File: src/rtl/mac_row_dual.sv
// mac_row_dual: one row of a systolic MAC array with a runtime-selectable
// dataflow. Weight-stationary (WS) keeps a kernel value per column and adds
// its product to the psum arriving from the north. Output-stationary (OS)
// keeps an accumulator per column, takes weights from the north and drains
// results on flush. Activations and instructions move one column east per cycle.
module mac_row_dual #(
  parameter int bw      = 4,
  parameter int psum_bw = 16,
  parameter int col     = 8
) (
  input  logic                   clk,
  input  logic                   reset,
  input  logic [bw-1:0]          in_w,
  input  logic [2:0]             inst_w,   // {flush, execute, load}
  input  logic                   mode,     // 0 = WS, 1 = OS
  input  logic [psum_bw*col-1:0] in_n,
  output logic [psum_bw*col-1:0] out_s,
  output logic [col-1:0]         valid,
  output logic                   busy
);

  typedef enum logic {IDLE = 1'b0, ACTIVE = 1'b1} state_t;

  state_t               state;
  logic                 mode_q;

  logic [bw-1:0]        a_q      [col];
  logic [2:0]           inst_q   [col];
  logic [bw-1:0]        w_q      [col];
  logic [col-1:0]       w_loaded;
  logic [psum_bw-1:0]   acc      [col];
  logic [psum_bw-1:0]   out_q    [col];
  logic [col-1:0]       valid_q;

  logic [bw-1:0]        a_in     [col];
  logic [2:0]           inst_in  [col];
  logic [psum_bw-1:0]   psum_in  [col];
  logic [psum_bw-1:0]   p_ws     [col];
  logic [psum_bw-1:0]   p_os     [col];
  logic [col-1:0]       cap;
  logic [col-1:0]       commit;
  logic                 chain;
  logic                 busy_c;

  // Unsigned activation times signed weight, sign-extended (or wrapped) to psum_bw.
  function automatic logic [psum_bw-1:0] mul_sx(input logic [bw-1:0] a,
                                                input logic [bw-1:0] w);
    logic signed [2*bw:0] a_x;
    logic signed [2*bw:0] w_x;
    logic signed [2*bw:0] prod;
    a_x  = $signed({{bw{1'b0}}, 1'b0, a});
    w_x  = $signed({{(bw+1){w[bw-1]}}, w});
    prod = a_x * w_x;
    return psum_bw'(prod);
  endfunction

  // Per-column operands: column 0 takes the row inputs, the rest take the
  // registered token of their western neighbour.
  always_comb begin
    a_in[0]    = in_w;
    inst_in[0] = inst_w;
    for (int i = 1; i < col; i++) begin
      a_in[i]    = a_q[i-1];
      inst_in[i] = inst_q[i-1];
    end
    for (int i = 0; i < col; i++) begin
      psum_in[i] = in_n[i*psum_bw +: psum_bw];
      p_ws[i]    = mul_sx(a_in[i], w_q[i]);
      p_os[i]    = mul_sx(a_in[i], psum_in[i][bw-1:0]);
      cap[i]     = !mode_q && inst_in[i][0] && !w_loaded[i];
    end
  end

  // Kernel commit: unloaded columns keep overwriting w_q with each load they
  // see; the kernel locks in the cycle the burst head reaches the last column,
  // which leaves the k-th value fed in column col-1-k (feed last column first).
  always_comb begin
    chain = 1'b1;
    for (int i = col - 1; i >= 0; i--) begin
      commit[i] = cap[i] & chain;
      chain     = commit[i];
    end
  end

  // Row activity: any instruction bit entering or still rippling east.
  always_comb begin
    busy_c = |inst_w;
    for (int i = 0; i < col; i++) begin
      busy_c = busy_c | (|inst_q[i]);
    end
  end

  assign busy = busy_c & ~reset;

  // Mode FSM: mode is sampled only while nothing is in flight so every token
  // of a burst is processed under the same dataflow.
  always_ff @(posedge clk or posedge reset) begin
    if (reset) begin
      state  <= IDLE;
      mode_q <= 1'b0;
    end else begin
      case (state)
        IDLE: begin
          if (inst_w != 3'b000) state <= ACTIVE;
          else                  mode_q <= mode;
        end
        ACTIVE: begin
          if (!busy) begin
            state  <= IDLE;
            mode_q <= mode;
          end
        end
        default: state <= IDLE;
      endcase
    end
  end

  // Column datapath: token ripple, WS kernel/psum update, OS accumulate/drain.
  always_ff @(posedge clk or posedge reset) begin
    if (reset) begin
      for (int i = 0; i < col; i++) begin
        a_q[i]    <= '0;
        inst_q[i] <= '0;
        w_q[i]    <= '0;
        acc[i]    <= '0;
        out_q[i]  <= '0;
      end
      w_loaded <= '0;
      valid_q  <= '0;
    end else begin
      for (int i = 0; i < col; i++) begin
        a_q[i]     <= a_in[i];
        inst_q[i]  <= inst_in[i];
        valid_q[i] <= 1'b0;
        if (!mode_q) begin
          if (cap[i])         w_q[i]      <= a_in[i];
          if (commit[i])      w_loaded[i] <= 1'b1;
          if (inst_in[i][2])  w_loaded[i] <= 1'b0;
          if (inst_in[i][1]) begin
            // Uses the w_q held before any same-cycle load.
            out_q[i]   <= psum_in[i] + p_ws[i];
            valid_q[i] <= 1'b1;
          end
        end else begin
          if (inst_in[i][2]) begin
            out_q[i]   <= acc[i] + (inst_in[i][1] ? p_os[i] : '0);
            acc[i]     <= '0;
            valid_q[i] <= 1'b1;
          end else if (inst_in[i][1]) begin
            acc[i] <= acc[i] + p_os[i];
          end
        end
      end
    end
  end

  // Flatten per-column results onto the south bus.
  always_comb begin
    for (int i = 0; i < col; i++) begin
      out_s[i*psum_bw +: psum_bw] = out_q[i];
    end
  end

  assign valid = valid_q;

endmodule

File: config.mk
export PLATFORM = sky130hd
export DESIGN_NAME = mac_row_dual
export DESIGN_NICKNAME = d
export VERILOG_FILES = /design/src/rtl/mac_row_dual.sv
export SDC_FILE = /design/constraint.sdc
export NUM_CORES = 2
export LEC_CHECK = 0
export BUFFER_PORTS_ARGS = -buffer_cell sky130_fd_sc_hd__buf_4
export CORE_MARGIN = 2
export CORE_UTILIZATION = 45
export CTS_CLUSTER_SIZE = 40
export DETAILED_ROUTE_END_ITERATION = 10
export HOLD_SLACK_MARGIN = 0.08
export PLACE_DENSITY = 0.72
export SLEW_MARGIN = 15
export SYNTH_ARGS = -nofsm -noshare
export SYNTH_HDL_FRONTEND = slang
export SYNTH_SLANG_ARGS = --single-unit
File: constraint.sdc
create_clock -name clk -period 12.95 [get_ports clk]
set_input_delay 1.295 -clock clk [delete_from_list [all_inputs] [get_ports clk]]
set_output_delay 1.295 -clock clk [all_outputs]
set_load 0.01 [all_outputs]
; ---- Word-level counts from Yosys, hierarchy flattened
; Cells that the tools add are included.
[word_totals]
ff_bits = 358
in_bits = 138
[classes]
n_addsub = 24
multipliers = 16
n_eq_ne = 10
n_mux = 94
n_bitwise = 19
reduce_logical = 92
[ops]
columns = operator, count
row1 = 2-to-1 mux 16 bit, 48
row2 = adder 16 bit, 24
row3 = multiplier 5 x 4 -> 9 bit, 16
row4 = AND reduction 2 bit, 33
row5 = nonzero test 2 bit, 24
row6 = 2-to-1 mux 1 bit, 44
row7 = OR reduction 3 bit, 9
row8 = logical AND 1 bit, 16
row9 = != test 2 x 1 -> 1 bit (second input constant), 7
row10 = logical NOT 1 bit, 9
row11 = bitwise AND 1 bit, 8
row12 = bitwise OR 1 bit, 8
row13 = != test 2 bit (second input constant), 3
row14 = one-hot mux 1 bit (2 select lines), 2
row15 = NOT 1 bit, 3
row16 = nonzero test 3 bit, 1

; ---- Longest topological paths before layout
[logic_depth]
ltp_word = 12
mapped_depth = 23
depth_no_buf = 23

; ---- Worst setup path after synthesis
; OpenSTA, ideal clock, no wires.
[synth_timing]
path_kind = input-to-reg
start = input port in_w[2]
end = register acc[127] (netlist name)
arrival_ps = 6101
required_time_ps = 12871
path_slack_ps = 6770
cell_stages = 19
n_path_buf = 1
path_cell_list = clkbuf_1 > nand2_1 > fa_1 > fa_1 > fa_1 > inv_1 > ha_1 > a211oi_1 > o21bai_1 > a21oi_1 > xnor2_1 > ha_1 > and3_1 > a221o_1 > o41ai_2 > o21ai_0 > xnor2_1 > or2_2 > mux2i_1
[synth_between]
elab_chain_len = 4
[synth_rtl]
columns = item, line_no
row1 = from (decl), 13  ; input logic [bw-1:0] in_w,
row2 = multiplier 5 x 4 -> 9 bit, 53  ; prod = a_x * w_x;
row3 = adder 16 bit, 150  ; acc[i] <= acc[i] + p_os[i];
row4 = 2-to-1 mux 16 bit, 149  ; end else if (inst_in[i][1]) begin
row5 = 2-to-1 mux 16 bit, 145  ; if (inst_in[i][2]) begin
row6 = "to (signal, indexed assignment)", 150
row7 = to (decl), 31  ; logic [psum_bw-1:0] acc [col];
; Every way passes these cells. The select of a mux whose other input is x is not followed.
; A chain may end at the register's enable or synchronous reset.

; ---- Final worst setup path
[layout_timing]
start = register a_q, in the netlist a_in[6]
end = register out_q, in the netlist out_s[111]
[layout_between]
elab_chain_len = 5
elab_cells_between_ends = 8
[layout_rtl]
columns = item, line_no
row1 = from (decl), 27  ; logic [bw-1:0] a_q [col];
row2 = "from (signal, indexed assignment)", 132  ; a_q[i] <= a_in[i];
row3 = multiplier 5 x 4 -> 9 bit, 53
row4 = 2-to-1 mux 16 bit, 146  ; out_q[i] <= acc[i] + (inst_in[i][1] ? p_os[i] : '0);
row5 = adder 16 bit, 146
row6 = 2-to-1 mux 16 bit, 145
row7 = 2-to-1 mux 16 bit (*), 135  ; if (!mode_q) begin
row8 = "to (signal, indexed assignment)", 141  ; out_q[i] <= psum_in[i] + p_ws[i];
row9 = "to (signal, indexed assignment)", 146
row10 = to (decl), 32  ; logic [psum_bw-1:0] out_q [col];
; Every way passes the cells marked *; elsewhere a longest branch is shown, timed or not. The select of a mux whose other input is x is not followed.

==> flow_summary.toml <==
[sta]
maxSlewHeadroom_pct = 25.3
finalSetupTns_ns = 0
rsz0062_at_grt = "false"
finalCritPeriodShare_pct = 48.5
fmax_ghz = 0.159
min_period_ns = 6.28
fin_skew_ns = 0.0173
fin_ws_ns = 6.67
hold_viol_final = 0
slew_viol_final = 0
setup_violations = 0
worst_pin_slew_ns = 1.12

[setup_path]
r2r-end = "out_s[111]$_DFFE_PP0P_"
worstSetupEndpoint = "out_s[111]$_DFFE_PP0P_"
r2r-start = "a_in[6]$_DFF_PP0_"
end_kind = "flop"
cp-start-kind = "flop"
critPathLaunch = "a_in[6]$_DFF_PP0_"
path_max_fanout = 10
rrSetupSlack_ns = 6.67
crit_arrival_ns = 6.79
reg2reg_depth = 21
max_stage_delay_ns = 0.80
worstPathCellList = "nand2_1 -> fa_1 -> fa_1 -> fa_1 -> inv_1 -> ha_1 -> a21o_1 -> a21oi_1 -> o21bai_1 -> a21oi_1 -> xnor2_1 -> ha_1 -> and2_1 -> a22o_1 -> a311oi_1 -> a21oi_1 -> a31oi_1 -> o21ai_0 -> xnor2_1 -> mux2i_1 -> mux2i_1"
slowest_stage = "xnor2_1"
crit_type = "flop to flop"
worst_ep_required_time_ns = 13.46

[run_status]
status = "finished, final reports clean"

[logic_synthesis]
synth_flop_cell = "dfrtp_1"
ys_ff_latch = 358
ys_seq_area_share_pct = 24.2
async_flop_share_pct = 100
synth.avg_cell_area_um2 = 8.61
synth_nets = 5128
synth_cell_types = 80
synth_cells = 4310
syn_area_mm2 = 0.0371
yosysWarnings = 0
synth_edf_count = 0

[floorplan]
core_mm2 = 0.0818
fp.dieArea_mm2 = 0.0847
rows = 105
die_h_um = 291
pin_count = 275
die_w_um = 291
initial_core_util_pct = 45.3

[hold_path]
min_from = "inst_in[15]$_DFF_PP0_"
worstHoldPathType = "flop to flop"

[route]
post_drt_via_cell_ratio = 5.54
wirelength_um = 96000
firstDrtPassIters = 5
drtAntennaViolNets = 0
post_drt_wl_per_cell_um = 16.9
vias = 31381
drtIter0Drc = 1501
drcViolationCount = 0

[clock_network]
cts_buffer_depth = 3
clk_pin_slew_ns = 0.06
ctsResizeCount = 0
htreeDepth = 2
root_buffer = "clkbuf_16"
clock_sinks = 358
holdBufCountCts = 0
cts_tree = "built"
worstSkewPairLatency_ns = 0.60
cts_made_buffers = 47
post-cts-setup-buffers = 0

[power_and_ir_drop]
leakagePower_nw = 20.8
ir_worst_vdd_mv = 0.157
power_density_mw_per_mm2 = 264

[place]
dp_cells = 5577
place.gp.congestion = 0.900
dp_hpwl_um = 74000
dp_slack_ns = 6.31
numPortBuffers = 274

[global_routing]
grt_util_all_layers_pct = 22.4
grt_pass1_wl_um = 157000
antenna_found_initial = 14
grt_max_degree = 171
overflow = 0
grt_pass1_vias = 31001

[layout]
area_growth_pct = 13.5
final_nets = 5374
finish.utilization_pct = 51.4
fill_cells = 7619
final_cells = 5667
layout-drive-gt1-share_pct = 9.97

[job]
drv_cap = 0
-- routing by layer --
metal,up-vias,track usage [%],wire length [µm]
met5,-,0,135
met1,14911,28.8,43200
li1,15752,-,-
met2,554,38.7,45900
met4,22,5.79,2150
met3,142,3.96,4650
-- critical path, delay by kind of cell, from the launching register on --
kind	cells	cell delay, ns
fa+ha+maj	5	2.07
compound gates	9	1.78
xor+xnor	2	1.01
flops	1	0.68
simple gates	2	0.34
mux	2	0.24
buf+inv	1	0.07
-- worst min-delay path by stage --
stage,to,cells past startpoint
floorplan,inst_in[10]$_DFF_PP0_,0
global placement,inst_in[15]$_DFF_PP0_,0
detailed placement,inst_in[12]$_DFF_PP0_,0
CTS,inst_in[12]$_DFF_PP0_,0
global route,inst_in[12]$_DFF_PP0_,0
finish,inst_in[12]$_DFF_PP0_,0
-- metrics by stage --
| stage | hold WS (ns) | power [mW] | cell area [µm²] |
|---|---|---|---|
| after floorplan | 0.349 | 7.65 | 37100 |
| after global placement | 0.395 | 9.40 | 40300 |
| after CTS | 0.401 | 11.1 | 42100 |
| final | 0.403 | 11.1 | 42100 |
| after global routing | 0.423 | 12.3 | 42100 |
| after detailed placement | 0.395 | 9.56 | 40300 |
-- Yosys cell counts, drive strengths merged, types with 89 or more instances --
| cell type | number | area, µm² |
|---|---|---|
| o21ai | 329 | 1650 |
| xor2 | 177 | 1550 |
| nor3 | 99 | 495 |
| and2 | 172 | 1080 |
| a21o | 100 | 751 |
| ha | 576 | 7210 |
| dfrtp | 358 | 8960 |
| nand2 | 375 | 1410 |
| nor2 | 331 | 1240 |
| inv | 312 | 1170 |
| a21oi | 308 | 1540 |
| xnor2 | 179 | 1570 |
| clkbuf | 89 | 334 |
| fa | 104 | 2080 |
-- registers in the layout (all words and copies together) (netlist names), 3 cells and up --
signal    flops
out_s       128
w_q          32
a_in         28
w_loaded      8
inst_in      21
valid         8
acc         128
inst_q        3
-- layout make-up --
type                    instances  area, µm²  area share [%]
diodes                          5       12.5          0.0297
clock buffers                  60       1320            3.12
repair buffers                293       2220            5.28
clock inverters                25        430            1.02
multi-input cells            3542      26600            63.3
flip-flops and latches        358       8960            21.3
well taps                    1070       1340            3.18
inverters                     314       1190            2.82
-- cells in the final DEF, fill, tap and decap left out, types with 38 or more instances in the layout --
cell type / n
o21ai_0: 311
inv_1: 309
nand3_1: 52
nor3_1: 99
and2_1: 172
nand2b_1: 65
nand2_1: 375
and3_1: 42
buf_4: 291
xor2_1: 177
a31oi_1: 44
a211oi_1: 50
clkbuf_16: 47
or3_1: 38
a21oi_1: 307
fa_1: 104
mux2i_1: 49
ha_1: 576
a21o_1: 100
dfrtp_1: 357
nor2_1: 331
xnor2_1: 178
-- report_power, final --
group | switching, mW | internal (mW) | total, mW | leakage, nW
sequential | 0.482 | 1.57 | 2.06 | 4.44
combinational | 4.22 | 3.34 | 7.56 | 15.6
clock | 0.554 | 0.936 | 1.49 | 0.838
-- cell families after synthesis --
logic type	synth area share [%]
AOI/OAI and AO/OA	18.5
buffers and inverters	4.16
muxes	2.14
xor gates and xnor gates	8.41
adders and majority gates	25.0
DFF	24.2
and+or+nand+nor	17.6
(Power assumes the default switching activity.)
